==> src/rtl/uart_receiver.sv <==
// UART receive stage: synchronises the RX line, frames start/data/parity/stop
// bits by oversampling with the baud tick, and presents the character, raw
// parity bit and frame-error flag with a one-cycle done pulse.
module uart_receiver #(
    parameter int unsigned OVS_RATE = 16
) (
    input  logic       clk_i,
    input  logic       rst_i,
    input  logic       baud_rt_tick_i,
    input  logic       rx_i,
    input  logic [1:0] data_width_i,
    input  logic [1:0] parity_mode_i,
    input  logic [1:0] stop_bits_i,
    output logic [7:0] data_rx_o,
    output logic       parity_o,
    output logic       frame_error_o,
    output logic       rx_done_o,
    output logic       is_receiving_o
);

    localparam int unsigned TickW = $clog2(OVS_RATE);
    localparam logic [TickW-1:0] HalfTick = TickW'(OVS_RATE / 2 - 1);
    localparam logic [TickW-1:0] FullTick = TickW'(OVS_RATE - 1);

    typedef enum logic [2:0] {StIdle, StStart, StData, StParity, StStop, StDone} state_e;

    state_e           state_q;
    logic             rx_meta_q, rx_s_q, rx_prev_q;
    logic [TickW-1:0] tick_cnt_q;
    logic [2:0]       bit_cnt_q;
    logic [1:0]       width_q;
    logic             par_en_q, stop2_q;
    logic [7:0]       shreg_q;
    logic             par_q, ferr_q;

    logic fall_edge, half_hit, full_hit, last_data, last_stop;

    // Two-flop synchroniser plus a delayed copy for falling-edge detection.
    always_ff @(posedge clk_i) begin
        if (rst_i) begin
            rx_meta_q <= 1'b1;
            rx_s_q    <= 1'b1;
            rx_prev_q <= 1'b1;
        end else begin
            rx_meta_q <= rx_i;
            rx_s_q    <= rx_meta_q;
            rx_prev_q <= rx_s_q;
        end
    end

    // Sample-point and end-of-field decodes.
    always_comb begin
        fall_edge = rx_prev_q & ~rx_s_q;
        half_hit  = baud_rt_tick_i && (tick_cnt_q == HalfTick);
        full_hit  = baud_rt_tick_i && (tick_cnt_q == FullTick);
        last_data = (bit_cnt_q == (3'(width_q) + 3'd4));
        last_stop = (bit_cnt_q == {2'b00, stop2_q});
    end

    // Frame FSM with counters, shift register and registered outputs.
    always_ff @(posedge clk_i) begin
        if (rst_i) begin
            state_q        <= StIdle;
            tick_cnt_q     <= '0;
            bit_cnt_q      <= '0;
            width_q        <= '0;
            par_en_q       <= 1'b0;
            stop2_q        <= 1'b0;
            shreg_q        <= '0;
            par_q          <= 1'b0;
            ferr_q         <= 1'b0;
            data_rx_o      <= '0;
            parity_o       <= 1'b0;
            frame_error_o  <= 1'b0;
            rx_done_o      <= 1'b0;
            is_receiving_o <= 1'b0;
        end else begin
            rx_done_o <= 1'b0;
            if (baud_rt_tick_i) begin
                tick_cnt_q <= tick_cnt_q + TickW'(1);
            end
            unique case (state_q)
                StIdle: begin
                    tick_cnt_q <= '0;
                    bit_cnt_q  <= '0;
                    if (fall_edge) begin
                        state_q        <= StStart;
                        width_q        <= data_width_i;
                        par_en_q       <= ~parity_mode_i[1];
                        stop2_q        <= (stop_bits_i == 2'b01);
                        shreg_q        <= '0;
                        par_q          <= 1'b0;
                        ferr_q         <= 1'b0;
                        is_receiving_o <= 1'b1;
                    end
                end
                StStart: begin
                    if (half_hit) begin
                        tick_cnt_q <= '0;
                        if (rx_s_q) begin
                            // False start: back to idle, outputs untouched.
                            state_q        <= StIdle;
                            is_receiving_o <= 1'b0;
                        end else begin
                            state_q <= StData;
                        end
                    end
                end
                StData: begin
                    if (full_hit) begin
                        tick_cnt_q         <= '0;
                        shreg_q[bit_cnt_q] <= rx_s_q;
                        if (last_data) begin
                            bit_cnt_q <= '0;
                            state_q   <= par_en_q ? StParity : StStop;
                        end else begin
                            bit_cnt_q <= bit_cnt_q + 3'd1;
                        end
                    end
                end
                StParity: begin
                    if (full_hit) begin
                        tick_cnt_q <= '0;
                        par_q      <= rx_s_q;
                        state_q    <= StStop;
                    end
                end
                StStop: begin
                    if (full_hit) begin
                        tick_cnt_q <= '0;
                        if (!rx_s_q) begin
                            ferr_q <= 1'b1;
                        end
                        if (last_stop) begin
                            // Outputs load on DONE entry so they are valid with the pulse.
                            state_q        <= StDone;
                            is_receiving_o <= 1'b0;
                            data_rx_o      <= shreg_q;
                            parity_o       <= par_q;
                            frame_error_o  <= ferr_q | ~rx_s_q;
                            rx_done_o      <= 1'b1;
                        end else begin
                            bit_cnt_q <= bit_cnt_q + 3'd1;
                        end
                    end
                end
                StDone: begin
                    tick_cnt_q <= '0;
                    state_q    <= StIdle;
                end
                default: begin
                    state_q <= StIdle;
                end
            endcase
        end
    end

endmodule

==> config.mk <==
export PLATFORM = sky130hd
export DESIGN_NAME = uart_receiver
export DESIGN_NICKNAME = d
export VERILOG_FILES = /design/src/rtl/uart_receiver.sv
export SDC_FILE = /design/constraint.sdc
export NUM_CORES = 1
export LEC_CHECK = 0
export CORE_AREA = 2 2 63 80
export DETAILED_ROUTE_END_ITERATION = 6
export DIE_AREA = 0 0 65 82
export GPL_TIMING_DRIVEN = 0
export PLACE_DENSITY_LB_ADDON = 0.1
export SETUP_SLACK_MARGIN = 0.4
export SLEW_MARGIN = 20
export SYNTH_ARGS = -nofsm -noshare
export SYNTH_HDL_FRONTEND = slang
export SYNTH_SLANG_ARGS = --single-unit
==> constraint.sdc <==
create_clock -name clk_i -period 3.9 [get_ports clk_i]
set_input_delay 0.585 -clock clk_i [delete_from_list [all_inputs] [get_ports clk_i]]
set_output_delay 0.585 -clock clk_i [all_outputs]
set_load 0.02 [all_outputs]
After elaboration in Yosys (flattened, before gate mapping):

Index checks and enable logic that the tools add are counted.

* $add $sub $neg: 3
* magnitude comparators: 2
* eq/ne operators: 20
* muxes and demuxes: 38
* bitwise gates (word level): 6
* reduce and logical (&&, ||, !) cells: 20

Operator list (count)
* 3-bit two-way mux: 12
* 2-bit inequality test (second input constant): 10
* 8-bit two-way mux: 2
* 8-bit case mux with 2 select lines: 1
* 3-bit case mux with 5 select lines: 1
* 4-bit two-way mux: 3
* 4-bit case mux with 3 select lines: 1
* 1-bit two-way mux: 11
* 3-bit case mux with 3 select lines: 1
* 3-bit AND reduction: 3
* 8-bit bitwise mux: 1
* 4-bit AND reduction: 2
* 7-bit AND reduction: 1
* 3-bit by 2-bit equality test with 1-bit output (second input constant): 2
* 3-bit equality test (second input constant): 2
* 6-bit AND reduction: 1
* 2-bit nonzero test: 3
* 3-bit nonzero test: 2
* 3-bit OR reduction: 2
* 4-bit by 1-bit adder with 4-bit output (second input constant): 1
* 4-bit by 3-bit equality test with 1-bit output (second input constant): 1
* 4-bit equality test (second input constant): 1
* 3-bit by 4-bit less-than comparator with 1-bit output (second input constant): 1
* 1-bit NOT: 4
* other kinds (17): 20

* register bits after elaboration: 39
* input bits: 10
* output and inout bits: 12

Logic depth before layout (Yosys ltp):

* depth after elaboration: 7
* gate-level depth with buffers: 9
* depth with buffers taken out: 6

Least setup slack after synthesis:

No wires, ideal clock.

* path kind: input to register
* start: input baud_rt_tick_i
* end: register frame_error_o
* library setup time: 131 ps
* arrival: 1754 ps
* required time: 3769 ps
* slack: 2015 ps
* stages: 9
* buffers on the path: 4
* path through: buf_4 > and4_1 > buf_4 > nand3_2 > or2_1 > buf_6 > buf_6 > nor3_1 > nor3_1

* word-level cells in the longest chain between the ends: 2

RTL lines
* from (decl): line 9 `input logic baud_rt_tick_i,`
* 1-bit logical AND: line 55 `full_hit = baud_rt_tick_i && (tick_cnt_q == FullTick);`
* 3-bit AND reduction (no source line)
* to (signal assigned): line 140 `frame_error_o <= ferr_q | ~rx_s_q;`
* to (decl): line 16 `output logic frame_error_o,`

Every way passes these cells.
A chain may end at the register's enable or synchronous reset.

Worst setup path after layout:

* start: register tick_cnt_q[0]
* end: register shreg_q[1]

* word-level cells in the longest chain between the ends: 4

RTL lines
* from (decl): line 29 `logic [TickW-1:0] tick_cnt_q;`
* from (signal assigned): line 80 `tick_cnt_q <= tick_cnt_q + TickW'(1);`
* 4-bit equality test: line 55
* 1-bit logical AND: line 55
* 2-bit inequality test (no source line)
* 3-bit AND reduction (no source line)
* to (signal, indexed assignment): line 112 `shreg_q[bit_cnt_q] <= rx_s_q;`
* to (decl): line 33 `logic [7:0] shreg_q;`

Every way passes these cells.

==> reports/qor.tcl <==
set qor(power.share.combinational_pct) 6.2
set qor(final_replace_weighted_congestion) 0.8080
set qor(die_area_sq_mm) 0.005330
set qor(yosys.area_share.xor_xnor_pct) 3.946
set qor(antenna_found_initial) 0
set qor(nFillCells) 475
set qor(utilization_pct) 46.16
set qor(clk_pin_slew_ps) 70
set qor(critical_path.endpoint) {shreg_q[1]}
set qor(synth_largest_type_area_fraction_pct) 43.97
set qor(layout.cell_area.non_filler_sq_mm) 0.002118
set qor(design.portCount) 22
set qor(share_of_final_layout_standard_cells_stronger_than_drive_strength_1_pct) 8.734
set qor(post_route_drc) 0
set qor(worst_clock_skew_ps) 5.188
set qor(placement.setup.worst_slack_ps) 1842
set qor(seq_power_share_pct) 56.4
set qor(synth_seq_cells) 39
set qor(routedWlPerCell_microns) 12.81
set qor(drt.antenna.violating_nets) 0
set qor(critPathLaunch) {tick_cnt_q[0]}
set qor(dpl.hpwl_microns) 2629
set qor(total_of_hold_buffers_inserted_after_clock_tree_synthesis) 0
set qor(drt_pre_antenna_iters) 4
set qor(clock-root-buffer) {sky130_fd_sc_hd__clkbuf_8}
set qor(power.share.clock_pct) 37.4
set qor(post-synth-top-area-cell) {sky130_fd_sc_hd__dfxtp_1}
set qor(worst_setup_path_end_kind) {flip-flop}
set qor(core_area_sq_mm) 0.004589
set qor(ys_warn_count) 0
set qor(hold-worst-slack_ps) 412.1
set qor(setup_viol_count_final) 0
set qor(worst-slew-pin-transition_ps) 749.0
set qor(final_total_pwr_mw) 0.7208
set qor(hold_path_class) {reg2reg}
set qor(worst_r2r_endpoint) {shreg_q[1]}
set qor(die_h_microns) 82
set qor(yosysSeqAreaShare_pct) 43.97
set qor(dieWidth_microns) 65
set qor(numClockSinks) 39
set qor(max-vdd-ir-drop_uv) 167.5
set qor(yosys.cell_count.top_type) {sky130_fd_sc_hd__dfxtp_1}
set qor(route.final.wire_length_microns) 3703
set qor(synth_area_in_compound_gates_pct) 14.73
set qor(gr-total-overflow) 0
set qor(net-switching-power_mw) 0.1588
set qor(instances_no_fill) 289
set qor(detailroute.via_count) 1450
set qor(cts-htree-levels) 2
set qor(yosys.area_share.adder_pct) 1.409
set qor(rsz_0062_raised_after_global_routing) {false}
set qor(totalNegativeSetupSlack_ps) 0
set qor(achievable-frequency_mhz) 511.9
set qor(synth.cell_area_sq_mm) 0.001775
set qor(synth_fp_nets) 216
set qor(area_delta_synth_final_pct) 19.31
set qor(r2r_start) {tick_cnt_q[0]}
set qor(synth_flop_cell) {sky130_fd_sc_hd__dfxtp_1}
set qor(clock_tree_from_tritoncts) {done}
set qor(cts-buffers-inserted) 5
set qor(buffers_on_ports) 18
set qor(max-slew-margin-rel_pct) 49.61
set qor(clkLatencyLatePin_ps) 290
set qor(cts.path.max_buffers) 2
set qor(synth_common_cells) {sky130_fd_sc_hd__dfxtp_1 (39), sky130_fd_sc_hd__nor2_1 (25), sky130_fd_sc_hd__a21oi_1 (19)}
set qor(post_cts.resized_instances) 0
set qor(global_route_wire_length_before_repair_microns) 6292
set qor(critPathMaxFanout) 6
set qor(synth_edf_count) 0
set qor(holdPathStages) 1
set qor(place_area_sq_mm) 0.002031
set qor(groute.usage.overall_pct) 15.66
set qor(synthesis.area_per_instance_sq_um) 8.703
set qor(vias_in_the_first_global_route) 1363
set qor(insertedDiodeCount) 0
set qor(initial_utilization_pct) 38.69
set qor(drt_first_iter_violations) 86
set qor(synth_top_family_by_area) {simple AND/OR/NAND/NOR gates}
set qor(setup.worst_path.start_class) {flip-flop}
set qor(required_ps) 4120
set qor(r2r_setup_slack_ps) 1950
set qor(post-route-worst-setup-slack_ps) 1946
set qor(rows) 28
set qor(synth.distinct_cells) 40
set qor(dpl.cell_count) 282
set qor(result_of_the_run) {completed}
set qor(worstPathArrival_ps) 2170
set qor(worst-r2r-cell-count) 5
set qor(netSwitchingFraction_pct) 22.03
set qor(total_leakage_power_nw) 0.7940
set qor(final.period_utilization_pct) 50.09
set qor(synth_top_cells_by_area) {sky130_fd_sc_hd__dfxtp_1 (44%), sky130_fd_sc_hd__mux2i_1 (8.5%), sky130_fd_sc_hd__a21oi_1 (5.4%)}
set qor(number_of_nets_in_the_layout) 241
set qor(post_synth_inst_count) 204
set qor(muxShareOfSynthArea_pct) 9.091
set qor(number_of_max_slew_violations_in_the_final_report) 0
set qor(async_flop_share_pct) 0
set qor(hold_viol) 0
set qor(vias_per_cell) 5.017
set qor(p_int_mw) 0.5620
set qor(layout_min_cycle_time_ps) 1954
set qor(timing.setup.critical_path_class) {reg2reg}
set qor(max-cap-violations) 0
set qor(power-per-cell-area_mw_per_mm2) 340.3
set qor(post_synth_and_or_nand_nor_area_fraction_pct) 21.56
set qor(largest_net_degree_at_the_start_of_global_routing) 12
set qor(cts_setup_buffers) 0
flip-flops by register name (all words and copies together) (netlist names), 2 cells and up:
register,count
width_q,2
state_q,3
shreg_q,8
tick_cnt_q,4
bit_cnt_q,3
data_rx_o,8
layer usage:
metal | part of all wire (%) | global-route usage (%) | vias up
li1 | - | - | 755
met1 | 48 | 18.95 | 666
met2 | 47 | 26.39 | 23
met3 | 3.3 | 4.110 | 6
met4 | 1.8 | 6.383 | 0
met5 | 0 | 0 | -
worst max-delay path: stages (launching register included):
cell and delay [ps]:
sky130_fd_sc_hd__dfxtp_1 370, sky130_fd_sc_hd__ha_1 220, sky130_fd_sc_hd__nand4_1 270, sky130_fd_sc_hd__nor4_1 710, sky130_fd_sc_hd__nand2_1 140, sky130_fd_sc_hd__a21oi_1 170
logic make-up after synthesis:
logic type	Yosys count
and+or+nand+nor	75
adders and majority gates	2
DFF	39
muxes	16
AOI/OAI and AO/OA	46
xor gates and xnor gates	8
buffers and inverters	18
cells in the final DEF, fill, tap and decap left out, drive strengths merged, types with 2 or more instances in the layout:
cell / count
buf: 7
o21ai: 12
inv: 2
nor3: 4
nor4: 2
or2: 4
o22ai: 2
a21oi: 19
nor2: 26
a31oi: 5
nand3: 4
nand4: 4
clkbuf: 15
a211oi: 2
ha: 2
and2: 3
dfxtp: 39
nor2b: 8
nand3b: 3
clkdlybuf4s50: 18
nand2: 12
mux2i: 15
xor2: 2
xnor2: 6
worst min-delay path by stage:
stage	slack, ps	end	start
floorplan	390	rx_s_q	rx_meta_q
global placement	390	rx_s_q	rx_meta_q
detailed placement	400	rx_s_q	rx_meta_q
CTS	420	rx_s_q	rx_meta_q
global route	460	rx_s_q	rx_meta_q
finish	410	rx_s_q	rx_meta_q
final cells by class:
cell class	count	area [sq um]	area share, %
inverters	2	7.507	0.3544
plain buffers	16	86.33	4.076
multi-input cells	147	900.9	42.53
clock inverters	1	5.005	0.2363
repair buffers	18	180.2	8.506
well taps	60	75.07	3.544
clock buffers	6	82.58	3.898
flip-flops and latches	39	780.7	36.86
power by group through the flow:
stage / registers, mW / clock network (mW) / logic (mW)
CTS: 0.406 / 0.280 / 0.0452
finish: 0.407 / 0.269 / 0.0449
detailed placement: 0.416 / 0 / 0.0451
global route: 0.407 / 0.296 / 0.0498
global placement: 0.416 / 0 / 0.0453
floorplan: 0.416 / 0 / 0.0282
Note: power is estimated with default switching activity, not from simulation.
